File: src/rtl/guess_pkg.sv
// Shared types and constants for the guess-game round sequencer.
package guess_pkg;
  localparam int DIGIT_W    = 3;
  localparam int NUM_DIGITS = 4;
  localparam int CODE_W     = DIGIT_W * NUM_DIGITS;

  // Taps for x^12+x^6+x^4+x+1, shifting left: bits 11,5,3,0 feed back.
  localparam logic [CODE_W-1:0] LFSR_TAPS = 12'h829;

  typedef enum logic [2:0] {
    S_IDLE, S_ARM, S_PLAY, S_CHK_HIT, S_CHK_NEAR, S_REPORT, S_WIN, S_LOSE
  } state_t;

  // Pull digit idx (0 = bits [2:0]) out of a packed code.
  function automatic logic [DIGIT_W-1:0] get_digit(input logic [CODE_W-1:0] code,
                                                   input logic [1:0] idx);
    return code[int'(idx)*DIGIT_W +: DIGIT_W];
  endfunction
endpackage

File: src/rtl/guess_lfsr.sv
// 12-bit Fibonacci LFSR, synchronous reset to SEED, free-running when i_en.
module guess_lfsr import guess_pkg::*; #(
  parameter logic [CODE_W-1:0] SEED = 12'hACE
) (
  input  logic              i_clk,
  input  logic              i_rst,
  input  logic              i_en,
  output logic [CODE_W-1:0] o_q
);
  logic [CODE_W-1:0] r_q;
  logic              w_fb;

  assign w_fb = ^(r_q & LFSR_TAPS);
  assign o_q  = r_q;

  // Shift left, feedback into bit 0.
  always_ff @(posedge i_clk) begin
    if (i_rst)     r_q <= SEED;
    else if (i_en) r_q <= {r_q[CODE_W-2:0], w_fb};
  end
endmodule

File: src/rtl/guess_round_ctrl.sv
// Round sequencer for the 4-digit guess game: arms a secret, gates guess
// editing, scores submits serially (4 hit cycles + 8 near cycles + report),
// counts tries and declares win/lose.
// Optional macro GUESS_TIMEOUT_EN adds a PLAY inactivity timeout that forces
// a zero-score report counted as a try.
module guess_round_ctrl import guess_pkg::*; #(
  parameter int                MAX_TRIES = 8,
  parameter logic [CODE_W-1:0] LFSR_SEED = 12'hACE
`ifdef GUESS_TIMEOUT_EN
  , parameter int              TIMEOUT_CYCLES = 1000000
`endif
) (
  input  logic              i_clk,
  input  logic              i_rst,
  input  logic              i_start,
  input  logic              i_load_secret,
  input  logic [CODE_W-1:0] i_secret_in,
  input  logic              i_submit,
  input  logic [CODE_W-1:0] i_guess_code,
  output logic              o_guess_en,
  output logic              o_busy,
  output logic              o_result_valid,
  output logic [2:0]        o_hits,
  output logic [2:0]        o_near,
  output logic [3:0]        o_tries,
  output logic              o_win,
  output logic              o_lose,
  output logic [CODE_W-1:0] o_secret_reveal,
  output logic              o_timeout
);
  state_t            r_state, w_next;
  logic [CODE_W-1:0] w_lfsr, r_secret, r_guess, r_sin;
  logic              r_ld, r_to, r_rv, r_timeout, r_win, r_lose;
  logic [2:0]        r_idx, r_hit_acc, r_tot, r_hits, r_near;
  logic [3:0]        r_tries;
  logic [2:0]        w_cnt_s, w_cnt_g, w_min;
  logic              w_hit, w_to_fire;

  guess_lfsr #(.SEED(LFSR_SEED)) u_lfsr (
    .i_clk(i_clk), .i_rst(i_rst), .i_en(1'b1), .o_q(w_lfsr)
  );

`ifdef GUESS_TIMEOUT_EN
  logic [31:0] r_tcnt;
  // Inactivity counter: zero outside PLAY (so it restarts on entry) and on submit.
  always_ff @(posedge i_clk) begin
    if (i_rst)                            r_tcnt <= '0;
    else if (r_state != S_PLAY || i_submit) r_tcnt <= '0;
    else                                  r_tcnt <= r_tcnt + 32'd1;
  end
  assign w_to_fire = (r_state == S_PLAY) && !i_submit &&
                     (r_tcnt == 32'(TIMEOUT_CYCLES - 1));
`else
  assign w_to_fire = 1'b0;
`endif

  // Per-cycle scoring terms: positional hit at idx, and per-value digit counts.
  always_comb begin
    w_cnt_s = '0;
    w_cnt_g = '0;
    for (int d = 0; d < NUM_DIGITS; d++) begin
      if (get_digit(r_secret, 2'(d)) == r_idx) w_cnt_s = w_cnt_s + 3'd1;
      if (get_digit(r_guess,  2'(d)) == r_idx) w_cnt_g = w_cnt_g + 3'd1;
    end
  end
  assign w_min = (w_cnt_s < w_cnt_g) ? w_cnt_s : w_cnt_g;
  assign w_hit = get_digit(r_secret, r_idx[1:0]) == get_digit(r_guess, r_idx[1:0]);

  // State register.
  always_ff @(posedge i_clk) begin
    if (i_rst) r_state <= S_IDLE;
    else       r_state <= w_next;
  end

  // Next state and state-decoded outputs.
  always_comb begin
    w_next     = r_state;
    o_guess_en = 1'b0;
    o_busy     = 1'b0;
    case (r_state)
      S_IDLE, S_WIN, S_LOSE: if (i_start) w_next = S_ARM;
      S_ARM:  w_next = S_PLAY;
      S_PLAY: begin
        o_guess_en = 1'b1;
        if (i_submit)       w_next = S_CHK_HIT;
        else if (w_to_fire) w_next = S_REPORT;
      end
      S_CHK_HIT: begin
        o_busy = 1'b1;
        if (r_idx == 3'd3) w_next = S_CHK_NEAR;
      end
      S_CHK_NEAR: begin
        o_busy = 1'b1;
        if (r_idx == 3'd7) w_next = S_REPORT;
      end
      S_REPORT: begin
        o_busy = 1'b1;
        if (r_hit_acc == 3'd4 && !r_to)                 w_next = S_WIN;
        else if (5'(r_tries) + 5'd1 == 5'(MAX_TRIES))   w_next = S_LOSE;
        else                                            w_next = S_PLAY;
      end
      default: w_next = S_IDLE;
    endcase
  end

  // Datapath: secret capture, scoring accumulators, reported results.
  always_ff @(posedge i_clk) begin
    if (i_rst) begin
      r_secret <= '0; r_guess <= '0; r_sin <= '0; r_ld <= 1'b0; r_to <= 1'b0;
      r_idx <= '0; r_hit_acc <= '0; r_tot <= '0; r_hits <= '0; r_near <= '0;
      r_tries <= '0; r_rv <= 1'b0; r_timeout <= 1'b0; r_win <= 1'b0; r_lose <= 1'b0;
    end else begin
      r_rv      <= 1'b0;
      r_timeout <= 1'b0;
      // Levels track the terminal state and drop on the start that leaves it.
      r_win  <= (r_state == S_WIN)  && !i_start;
      r_lose <= (r_state == S_LOSE) && !i_start;
      case (r_state)
        S_IDLE, S_WIN, S_LOSE: if (i_start) begin
          r_ld  <= i_load_secret;
          r_sin <= i_secret_in;
        end
        S_ARM: begin
          r_secret <= r_ld ? r_sin : w_lfsr;
          r_tries  <= '0;
          r_hits   <= '0;
          r_near   <= '0;
        end
        S_PLAY: begin
          r_idx     <= '0;
          r_hit_acc <= '0;
          r_tot     <= '0;
          r_to      <= w_to_fire;
          if (i_submit) r_guess <= i_guess_code;
        end
        S_CHK_HIT: begin
          r_idx     <= (r_idx == 3'd3) ? 3'd0 : r_idx + 3'd1;
          r_hit_acc <= r_hit_acc + {2'b00, w_hit};
        end
        S_CHK_NEAR: begin
          r_idx <= r_idx + 3'd1;
          r_tot <= r_tot + w_min;
        end
        S_REPORT: begin
          // tot counts hits too, so tot >= hit_acc; a timeout leaves both at 0.
          r_hits    <= r_hit_acc;
          r_near    <= r_tot - r_hit_acc;
          r_tries   <= (r_tries == 4'd15) ? r_tries : r_tries + 4'd1;
          r_rv      <= 1'b1;
          r_timeout <= r_to;
        end
        default: ;
      endcase
    end
  end

  assign o_result_valid  = r_rv;
  assign o_hits          = r_hits;
  assign o_near          = r_near;
  assign o_tries         = r_tries;
  assign o_win           = r_win;
  assign o_lose          = r_lose;
  assign o_timeout       = r_timeout;
  assign o_secret_reveal = r_lose ? r_secret : '0;
endmodule

File: config.mk
export PLATFORM = sky130hd
export DESIGN_NAME = guess_round_ctrl
export DESIGN_NICKNAME = d
export VERILOG_FILES = /design/src/rtl/guess_pkg.sv /design/src/rtl/guess_lfsr.sv /design/src/rtl/guess_round_ctrl.sv
export SDC_FILE = /design/constraint.sdc
export NUM_CORES = 1
export LEC_CHECK = 0
export ABC_AREA = 1
export BUFFER_PORTS_ARGS = -buffer_cell sky130_fd_sc_hd__buf_2
export CAP_MARGIN = 0
export CORE_ASPECT_RATIO = 1.5
export CORE_MARGIN = 5
export CORE_UTILIZATION = 45
export DETAILED_ROUTE_END_ITERATION = 7
export GPL_ROUTABILITY_DRIVEN = 0
export PLACE_DENSITY = 0.67
export RECOVER_POWER = 25
export SYNTH_ARGS = -nofsm -noshare
export SYNTH_HDL_FRONTEND = slang
export SYNTH_HIERARCHICAL = 1
export SYNTH_SLANG_ARGS = --single-unit
export TNS_END_PERCENT = 100
File: constraint.sdc
create_clock -name i_clk -period 7.8 [get_ports i_clk]
set_clock_uncertainty 0.2 [all_clocks]
set_input_delay 1.56 -clock i_clk [delete_from_list [all_inputs] [get_ports i_clk]]
set_output_delay 1.56 -clock i_clk [all_outputs]
set_load 0.02 [all_outputs]
==> results of run 1 <==
==> power by group through the flow <==
| stage | clock (mW) | combinational, mW | sequential (mW) |
|---|---|---|---|
| floorplan | 0 | 1.03 | 0.521 |
| detailed placement | 0 | 1.23 | 0.569 |
| CTS | 0.377 | 1.24 | 0.562 |
| global route | 0.392 | 1.43 | 0.577 |
| global placement | 0 | 1.17 | 0.566 |
| finish | 0.366 | 1.22 | 0.563 |
==> worst register-to-register path: stages, from the launching register on <==
cell     delay (ns)
dfxtp_1        0.81
nor2_1         0.17
nor2_1         0.15
inv_1          0.05
nor4_1         0.41
ha_1           0.35
nand4_1        0.12
nand2_1        0.08
inv_1          0.06
ha_1           0.12
inv_1          0.03
nor2_1         0.12
xnor2_1        0.15
inv_1          0.07
ha_1           0.29
inv_1          0.04
a21oi_1        0.24
nand2_2        0.09
nand2_1        0.06
nand2_1        0.05
ha_1           0.18
fa_1           0.37
xor2_1         0.16
or2_2          0.27
nand3_1        0.07
a21oi_1        0.05
==> state kept, by name (all words and copies together), names as in the netlist <==
register and cells:
o_hits 3, r_tot 3, r_sin 12, o_near 3, r_idx 3, r_state 3, o_tries 4, o_lose 1
r_guess 12, r_secret 12, r_hit_acc 3, o_win 1, r_ld 1, u_lfsr/o_q 12, o_result_valid 1
==> through the flow <==
step           hold slack [ns]  power [mW]
4_1_cts                  0.281        2.17
3_5_place_dp             0.268        1.80
6_report                 0.277        2.15
2_1_floorplan            0.244        1.55
5_1_grt                  0.318        2.40
3_3_place_gp             0.265        1.74
==> area by class of cell <==
cell class,count,share of cell area [%]
Inverter,92,7.30
Multi-Input combinational cell,430,47.3
Timing Repair Buffer,56,5.91
Clock buffer,13,5.46
Sequential cell,74,31.1
Tap cell,112,2.94
==> synth_stat cells, types with 2 or more instances <==
cell and instances:
nand2_1 114, nor2_1 91, inv_1 79, dfxtp_1 74, o21ai_0 54, a21oi_1 48
nand3_1 21, ha_1 20, inv_2 12, o21ai_1 12, clkbuf_1 9, xnor2_1 9
xor2_1 9, nand2_2 7, buf_4 6, a31oi_1 5, buf_2 5, nor2_2 4
buf_6 3, mux2i_1 3, conb_1 2, fa_1 2, nand3_2 2, nand4_1 2
nor2_4 2, nor3_1 2, nor4_1 2, o211ai_2 2, or2_2 2
==> final timing paths <==
kind | to | cells after the start | startpoint | slack (ns)
worst max-delay path | r_tot[2] | 25 | r_idx[0] | 2.87
worst min-delay path | o_near[0] | 2 | o_near[0] | 0.28
worst max register to register | r_tot[2] | 25 | r_idx[0] | 2.87
worst min register to register | o_near[0] | 2 | o_near[0] | 0.28
==> kinds of logic (layout without fill, tap and decap cells) <==
kind of cell / Yosys count / count (layout)
other: 2 / 5
adder cells (fa/ha/maj): 22 / 22
multiplexers: 3 / 3
AO/OA/AOI/OAI: 130 / 130
flip-flops: 74 / 74
AND/OR/NAND/NOR: 252 / 252
XOR/XNOR: 18 / 18
buffers and inverters: 116 / 161
==> per-layer routing <==
metal  vias up  part of all wire [%]
met5         -                     0
met4         0                   2.3
met3        17                   2.9
met2        59                    54
met1      1777                    41
li1       2031                     -
==> results by group, run 1 <==
Power
  • Logic pwr share: between 50% and 60%
  • Share of power burned in registers: 26.2%
  • Worst IR Drop VDD: 0.540 mV
  • Cell internal pwr: between 1 and 1.5 mW
  • Sw Pwr: 0.984 mW
  • Switch share: 45.8%
  • Power Dens Cells: 451 nW/µm²
  • Static Leak: ~2.5 nW
  • Clock power frac: roughly 17%

Critical path
  • Kind of critical path: reg -> reg
  • CP peak stage delay: 0.81 ns
  • Crit path buf inv count: 5
  • CP most frequent cell: inv_1
  • Cell family with most CP delay: simple AND/OR/NAND/NOR gates
  • CP max FO: 23
  • CP Data Arrival Time: 4.89 ns
  • WP data required: 7.77 ns
  • Worst path slowest cell: dfxtp_1
  • CP endpoint kind: flip-flop
  • Critical path launch point type: flip-flop

Outcome
  • Status: completed

Layout
  • Fillers: 916
  • Post-route cell area: approximately 4800 µm²
  • Register area: 1480 µm²
  • Commonest non-fill, non-tap cell in the layout: nand2_1
  • Finished Core Util: 51.8%
  • P&R area growth vs syn: 13.0%
  • Most frequent cells in the layout: nand2_1, nor2_1, inv_1
  • Antenna diodes: 0
  • Fin cells: approximately 800
  • Combined area of the multi-input logic cells: 2250 µm²
  • Final #Nets: just over 700
  • Fraction of layout cells with a size suffix above 1: 14.7%

Synthesis
  • Post-synthesis mux area share: 0.712%
  • Seq/Total Area, Yosys: 35.1%
  • Adder-cell area share of the yosys netlist: approximately 7%
  • Simple logic cell fraction of the synthesized area: 25.2%
  • Synth top area cells: dfxtp_1, nand2_1, nor2_1, inv_1, o21ai_0
  • Mapped Area: 4220 µm²
  • Syn Inst Count: 617
  • Yosys cell types: 43
  • Async set or reset register ratio after synthesis: 0%
  • Post-synth EDFFs: 0
  • Xor-xnor portion of the synthesized cell area: 3.74%
  • Cell taking the most area after synthesis: dfxtp_1
  • Synth Warn #: 6
  • Synth Area per Inst: slightly below 7 µm²
  • Yosys reg bits: 74
  • Yosys top cell area share: 35.1%
  • Largest family of logic cells by synthesized area: simple AND/OR/NAND/NOR gates
  • Commonest register cell after synthesis: dfxtp_1
  • Synth Area in Compound Gates: about 17%

Routing
  • Routed wire per std cell: 12.8 µm
  • 1st-iter DRT viols: 164
  • Drt first pass iters: 6
  • ANT nets after route: 0
  • Number of vias in the routed layout: 3884
  • Vias/cell: 5.00
  • Remaining DRCs: 0
  • WL final: roughly 10000 µm

GRT
  • First-pass GRT wire length: 16800 µm
  • Grt met3 use: 3.84%
  • Global router's overall resource usage: 18.5%
  • GR peak layer: met2
  • Met1 Use GR: between 20% and 30%
  • Vias in the first global route: 3800
  • Met2 usage: 33.8%
  • Largest net degree at the start of global routing: 38
  • Gr ovfl total: 0
  • Initial antenna violation count: 0

Clocking
  • Clock net sink count: 74
  • Clk_lat worst skew: 0.33 ns
  • Clock transition at path regs: around 0.050 ns
  • Num CTS Buffers: 9
  • Clk root buf: clkbuf_16
  • Postcts setup bufs: 0
  • CTS tree: built
  • CTS H-tree lvls: 3
  • Clock buffer depth: 2
  • Post-CTS Resized: 0
  • Hold_buf cts: 0

Floorplan
  • Row count: 43
  • Die Area: around 11000 µm²
  • Count of boundary I/O pins: 57
  • Die width: 89.0 µm
  • Starting Density: between 40 and 50%
  • Die H: 129 µm
  • Core area: 9200 µm²

STA
  • Max frequency: 0.203 GHz
  • Slew headroom: 38.8%
  • Setup TNS: 0 ns
  • Fin. max-slew vios: 0
  • Slew at the pin closest to its max-slew limit: slightly above 0.9 ns
  • Period utilization: 63.1%
  • # setup viols final: 0
  • Final hold viol count: 0
  • Fin crit period: 4.93 ns
  • Unrepaired setup endpoints after global routing: false
  • Worst Slack Setup Final: 2.87 ns

Place
  • Dpl hpwl: 7590 µm
  • Dpl cell area: approximately 4500 µm²
  • Inst Count DP: 764
  • Pre-CTS setup slack: roughly 2.9 ns
  • Input/output buffers: 55

Run
  • Max_cap viols: 0

Min path
  • Worst hold path class: reg -> reg
(Power assumes the default switching activity.)
==> run 2, diff against run 1 <==
clock period = 4.8 ns   (was 7.8 ns; I/O delays follow)
==> results by group, run 2 (synthesis gave the netlist of run 1 again) <==
STA
  • Period utilization: 90.2%
  • Final hold viol count: 0
  • Hold slack: 0.279 ns
  • Fin. max-slew vios: 0
  • Slew at the pin closest to its max-slew limit: 0.800 ns
  • # setup viols final: 0
  • Setup TNS: 0 ns
  • Unrepaired setup endpoints after global routing: false
  • Slew headroom: a little under half
  • Worst Slack Setup Final: 0.470 ns
  • Fin crit period: roughly 4.3 ns
  • Max frequency: 0.231 GHz

Min path
  • Hold_sp: r_guess[0]
  • Worst Hold Depth: 2
  • Hold worst-path end: r_guess[0]
  • Worst hold path class: reg -> reg

Power
  • Share of power burned in registers: 24.4%
  • Logic pwr share: between 50% and 60%
  • Worst IR Drop VDD: 0.635 mV
  • Switch share: 44.7%
  • Cell internal pwr: 2.02 mW
  • Power Dens Cells: 751 nW/µm²
  • Clock power frac: 20.2%
  • Sw Pwr: roughly 1.6 mW
  • Static Leak: 2.53 nW

Critical path
  • WP data required: slightly below 5 ns
  • CP Data Arrival Time: between 4 and 5 ns
  • CP endpoint kind: flip-flop
  • Worst path slowest cell: dfxtp_1
  • Crit-path cells: buf_4, nor2_1, nor2_1, inv_1, nor4_1, ha_1, nand4_1, nand2_1, inv_1, ha_1, nand2_1, xnor2_1, ha_1, inv_1, a21oi_1, nand2_2, nand2_1, nand2_1, ha_1, fa_1, xor2_1, or2_2, nand3_1, a21oi_1
  • Kind of critical path: reg -> reg
  • CP max FO: 8
  • R2R Setup Slk: between 0.4 and 0.5 ns
  • R2r endpoint: r_tot[2]
  • R2R depth: 24
  • Crit Reg-Reg Startpoint: r_idx[0]
  • CP peak stage delay: 0.44 ns
  • Critical path launch point type: flip-flop

Clocking
  • Hold_buf cts: 0
  • Clock buffer depth: 2
  • Clk root buf: clkbuf_16
  • Clock transition at path regs: 0.06 ns
  • CTS tree: built
  • Clk_lat worst skew: approximately 0.33 ns
  • Clock net sink count: 74
  • Num CTS Buffers: 9
  • CTS H-tree lvls: 3
  • Postcts setup bufs: 0
  • Post-CTS Resized: 0

Floorplan
  • Die width: 89.0 µm
  • Count of boundary I/O pins: 57
  • Row count: 43
  • Die H: approximately 130 µm
  • Core area: approximately 9200 µm²
  • Die Area: 11400 µm²
  • Starting Density: 45.8%

Layout
  • Commonest non-fill, non-tap cell in the layout: nand2_1
  • Post-route cell area: 4870 µm²
  • Finished Core Util: between 50% and 60%
  • P&R area growth vs syn: 15.6%
  • Most frequent cells in the layout: nand2_1, nor2_1, inv_1
  • Antenna diodes: 0
  • Final #Nets: 719
  • Fraction of layout cells with a size suffix above 1: 15.9%

Routing
  • WL final: between 9000 and 10000 µm
  • Number of vias in the routed layout: 3963
  • ANT nets after route: 0
  • 1st-iter DRT viols: 273
  • Remaining DRCs: 0
  • Routed wire per std cell: 12.6 µm
  • Drt first pass iters: 4
  • Vias/cell: 5.05

GRT
  • Vias in the first global route: 3866
  • Largest net degree at the start of global routing: 38
  • Gr ovfl total: 0
  • Global router's overall resource usage: a little under a fifth
  • First-pass GRT wire length: 17000 µm
  • Initial antenna violation count: 0

Place
  • Dpl hpwl: between 7000 and 8000 µm
  • Dpl cell area: about 4500 µm²
  • Input/output buffers: 55
  • Pre-CTS setup slack: 0.231 ns

Run
  • Max_cap viols: 0

Outcome
  • Status: completed
==> run 2: layout make-up <==
| type | count | area [µm²] |
|---|---|---|
| inverters | 92 | 348 |
| clock inverters | 4 | 73.8 |
| well taps | 112 | 140 |
| fillers | 882 | 4330 |
| repair buffers | 61 | 318 |
| flip-flops and latches | 74 | 1480 |
| multi-input cells | 430 | 2260 |
| clock buffers | 12 | 256 |
==> run 2: worst max-delay path: cells and delay by family, from the launching register on <==
family,cells,cell delay [ns]
adders and majority gates,5,1.32
and+or+nand+nor,11,1.30
DFF,1,0.44
buffers and inverters,4,0.35
xor gates and xnor gates,2,0.31
AOI/OAI and AO/OA,2,0.28
==> run 2: stage by stage <==
stage / power [mW] / instances
after CTS: 3.71 / 785
after global placement: 2.84 / 769
after floorplan: 2.53 / 620
after global routing: 4.08 / 785
after detailed placement: 2.96 / 769
final: 3.66 / 785
==> run 2: power groups by stage <==
stage | clock network (mW) | logic (mW) | registers (mW)
3_3_place_gp | 0 | 1.94 | 0.901
3_5_place_dp | 0 | 2.05 | 0.904
4_1_cts | 0.751 | 2.07 | 0.892
2_1_floorplan | 0 | 1.68 | 0.846
5_1_grt | 0.780 | 2.39 | 0.913
6_report | 0.739 | 2.03 | 0.892
==> run 2: worst max-delay path by stage <==
stage / from / end / slack (ns) / cells after the start
after global placement: r_idx[2] / r_tot[2] / 0.44 / 23
after floorplan: r_idx[1] / r_tot[2] / 0.52 / 25
after global routing: r_idx[1] / r_tot[2] / 0.06 / 25
final: r_idx[0] / r_tot[2] / 0.47 / 24
after CTS: r_idx[2] / r_tot[2] / 0.22 / 23
after detailed placement: r_idx[2] / r_tot[2] / 0.23 / 23
==> run 2: per-layer routing <==
metal	up-vias	wire length, µm	GRT usage [%]	part of all wire [%]
li1	2048	-	-	-
met1	1837	3950	20.1	40
met2	64	5430	34.5	55
met3	14	309	3.91	3.1
met4	0	210	7.19	2.1
met5	-	0	0	0
==> run 3, diff against run 2 <==
CELL_PAD_IN_SITES_DETAIL_PLACEMENT = 2   (was unset)
CELL_PAD_IN_SITES_GLOBAL_PLACEMENT = 2   (was unset)
CORE_UTILIZATION = 32   (was 45)
PLACE_DENSITY = 0.82   (was 0.67)
==> results by group, run 3 (synthesis gave the netlist of run 1 again) <==
Routing
  • Routed wire per std cell: 16.7 µm
  • WL final: around 14000 µm
  • Drt first pass iters: 6
  • Remaining DRCs: 0
  • ANT nets after route: 0
  • 1st-iter DRT viols: 121
  • Vias/cell: 4.90
  • Number of vias in the routed layout: 4069

GRT
  • Vias in the first global route: 4636
  • Met1 Use GR: between 10% and 20%
  • First-pass GRT wire length: 23100 µm
  • Gr ovfl total: 0
  • Initial antenna violation count: 0
  • Met2 usage: 36.7%
  • Global router's overall resource usage: a little under a fifth
  • Grt met3 use: 2.36%
  • Largest net degree at the start of global routing: 38
  • GR peak layer: met2

STA
  • Period utilization: 90.5%
  • Fin. max-slew vios: 0
  • Fin crit period: 4.34 ns
  • Unrepaired setup endpoints after global routing: false
  • Slew headroom: 44.6%
  • Max frequency: 0.230 GHz
  • Setup TNS: 0 ns
  • Slew at the pin closest to its max-slew limit: 0.830 ns
  • Final hold viol count: 0
  • # setup viols final: 0

Outcome
  • Status: completed

Power
  • Design Power: 3.78 mW
  • Logic pwr share: 57.9%
  • Worst IR Drop VDD: ~0.27 mV
  • Sw Pwr: 1.81 mW
  • Clock power frac: between 10% and 20%
  • Share of power burned in registers: between 20% and 30%
  • Static Leak: 2.51 nW
  • Cell internal pwr: 1.97 mW
  • Switch share: 47.9%
  • Power Dens Cells: 771 nW/µm²

Critical path
  • CP max FO: 5
  • CP most frequent cell: inv_1
  • WP data required: between 4 and 5 ns
  • CP Data Arrival Time: 4.35 ns
  • CP peak stage delay: 0.44 ns
  • CP endpoint kind: flip-flop
  • Kind of critical path: reg -> reg
  • Worst path slowest cell: dfxtp_1
  • Critical path launch point type: flip-flop

Clocking
  • Clock transition at path regs: around 0.06 ns
  • Clk root buf: clkbuf_16
  • Post-CTS Resized: 0
  • CTS H-tree lvls: 3
  • Clock buffer depth: 2
  • Num CTS Buffers: 9
  • Clk_lat worst skew: ~0.34 ns
  • Postcts setup bufs: 0
  • Clock net sink count: between 70 and 80
  • CTS tree: built
  • Hold_buf cts: 0

Floorplan
  • Die width: 104 µm
  • Starting Density: approximately a third
  • Die Area: 15600 µm²
  • Core area: 13000 µm²
  • Count of boundary I/O pins: 57
  • Row count: 51
  • Die H: 151 µm

Layout
  • Commonest non-fill, non-tap cell in the layout: nand2_1
  • P&R area growth vs syn: 16.3%
  • Final #Nets: 719
  • Finished Core Util: a little under two fifths
  • Antenna diodes: 0
  • Fraction of layout cells with a size suffix above 1: between 10% and 20%
  • Most frequent cells in the layout: nand2_1, nor2_1, inv_1
  • Fin cells: 831

Min path
  • Worst hold path class: reg -> reg

Run
  • Max_cap viols: 0

Place
  • Dpl hpwl: 10600 µm
  • Input/output buffers: 55
  • Inst Count DP: slightly above 800
run 3: per-stage QoR:
stage | instance area, µm² | setup slack, ns | hold slack [ns]
after floorplan | 4230 | 0.524 | 0.244
after global placement | 4610 | 0.438 | 0.265
after detailed placement | 4610 | 0.215 | 0.281
after CTS | 4890 | 0.188 | 0.294
after global routing | 4900 | 0.0500 | 0.323
final | 4900 | 0.458 | 0.290
run 3: power groups by stage:
| stage | logic [mW] | clock network, mW | registers (mW) |
|---|---|---|---|
| after CTS | 2.20 | 0.688 | 0.918 |
| after global placement | 2.01 | 0 | 0.917 |
| after global routing | 2.57 | 0.713 | 0.938 |
| after detailed placement | 2.17 | 0 | 0.927 |
| after floorplan | 1.68 | 0 | 0.846 |
| final | 2.19 | 0.674 | 0.917 |
run 3: worst max-delay path, delay by kind of cell, from the launching register on:
family,cells,cell delay [ns]
flip-flops,1,0.44
AO/OA/AOI/OAI,2,0.30
XOR/XNOR,1,0.16
AND/OR/NAND/NOR,11,1.34
adder cells (fa/ha/maj),5,1.42
buffers and inverters,6,0.35
run 3: layout make-up:
class / instances / area, µm²
timing repair buffer: 61 / 319
clock buffer: 12 / 246
multi-input combinational: 430 / 2270
tap: 159 / 199
clock inverter: 3 / 40.0
inverter: 92 / 348
sequential: 74 / 1480
fill: 1612 / 8050
run 3: path summary, 6_finish.rpt:
kind	from	cells after the start	slack (ns)	end
setup / recovery	r_idx[0]	25	0.46	r_tot[2]
hold / removal	r_guess[9]	2	0.29	r_guess[9]
setup reg to reg	r_idx[0]	25	0.46	r_tot[2]
hold reg to reg	r_guess[9]	2	0.29	r_guess[9]
run 3: layer usage:
metal | wire, µm | part of all wire, %
met5 | 0 | 0
met4 | 235 | 1.7
met3 | 274 | 2.0
met2 | 7800 | 56
met1 | 5590 | 40
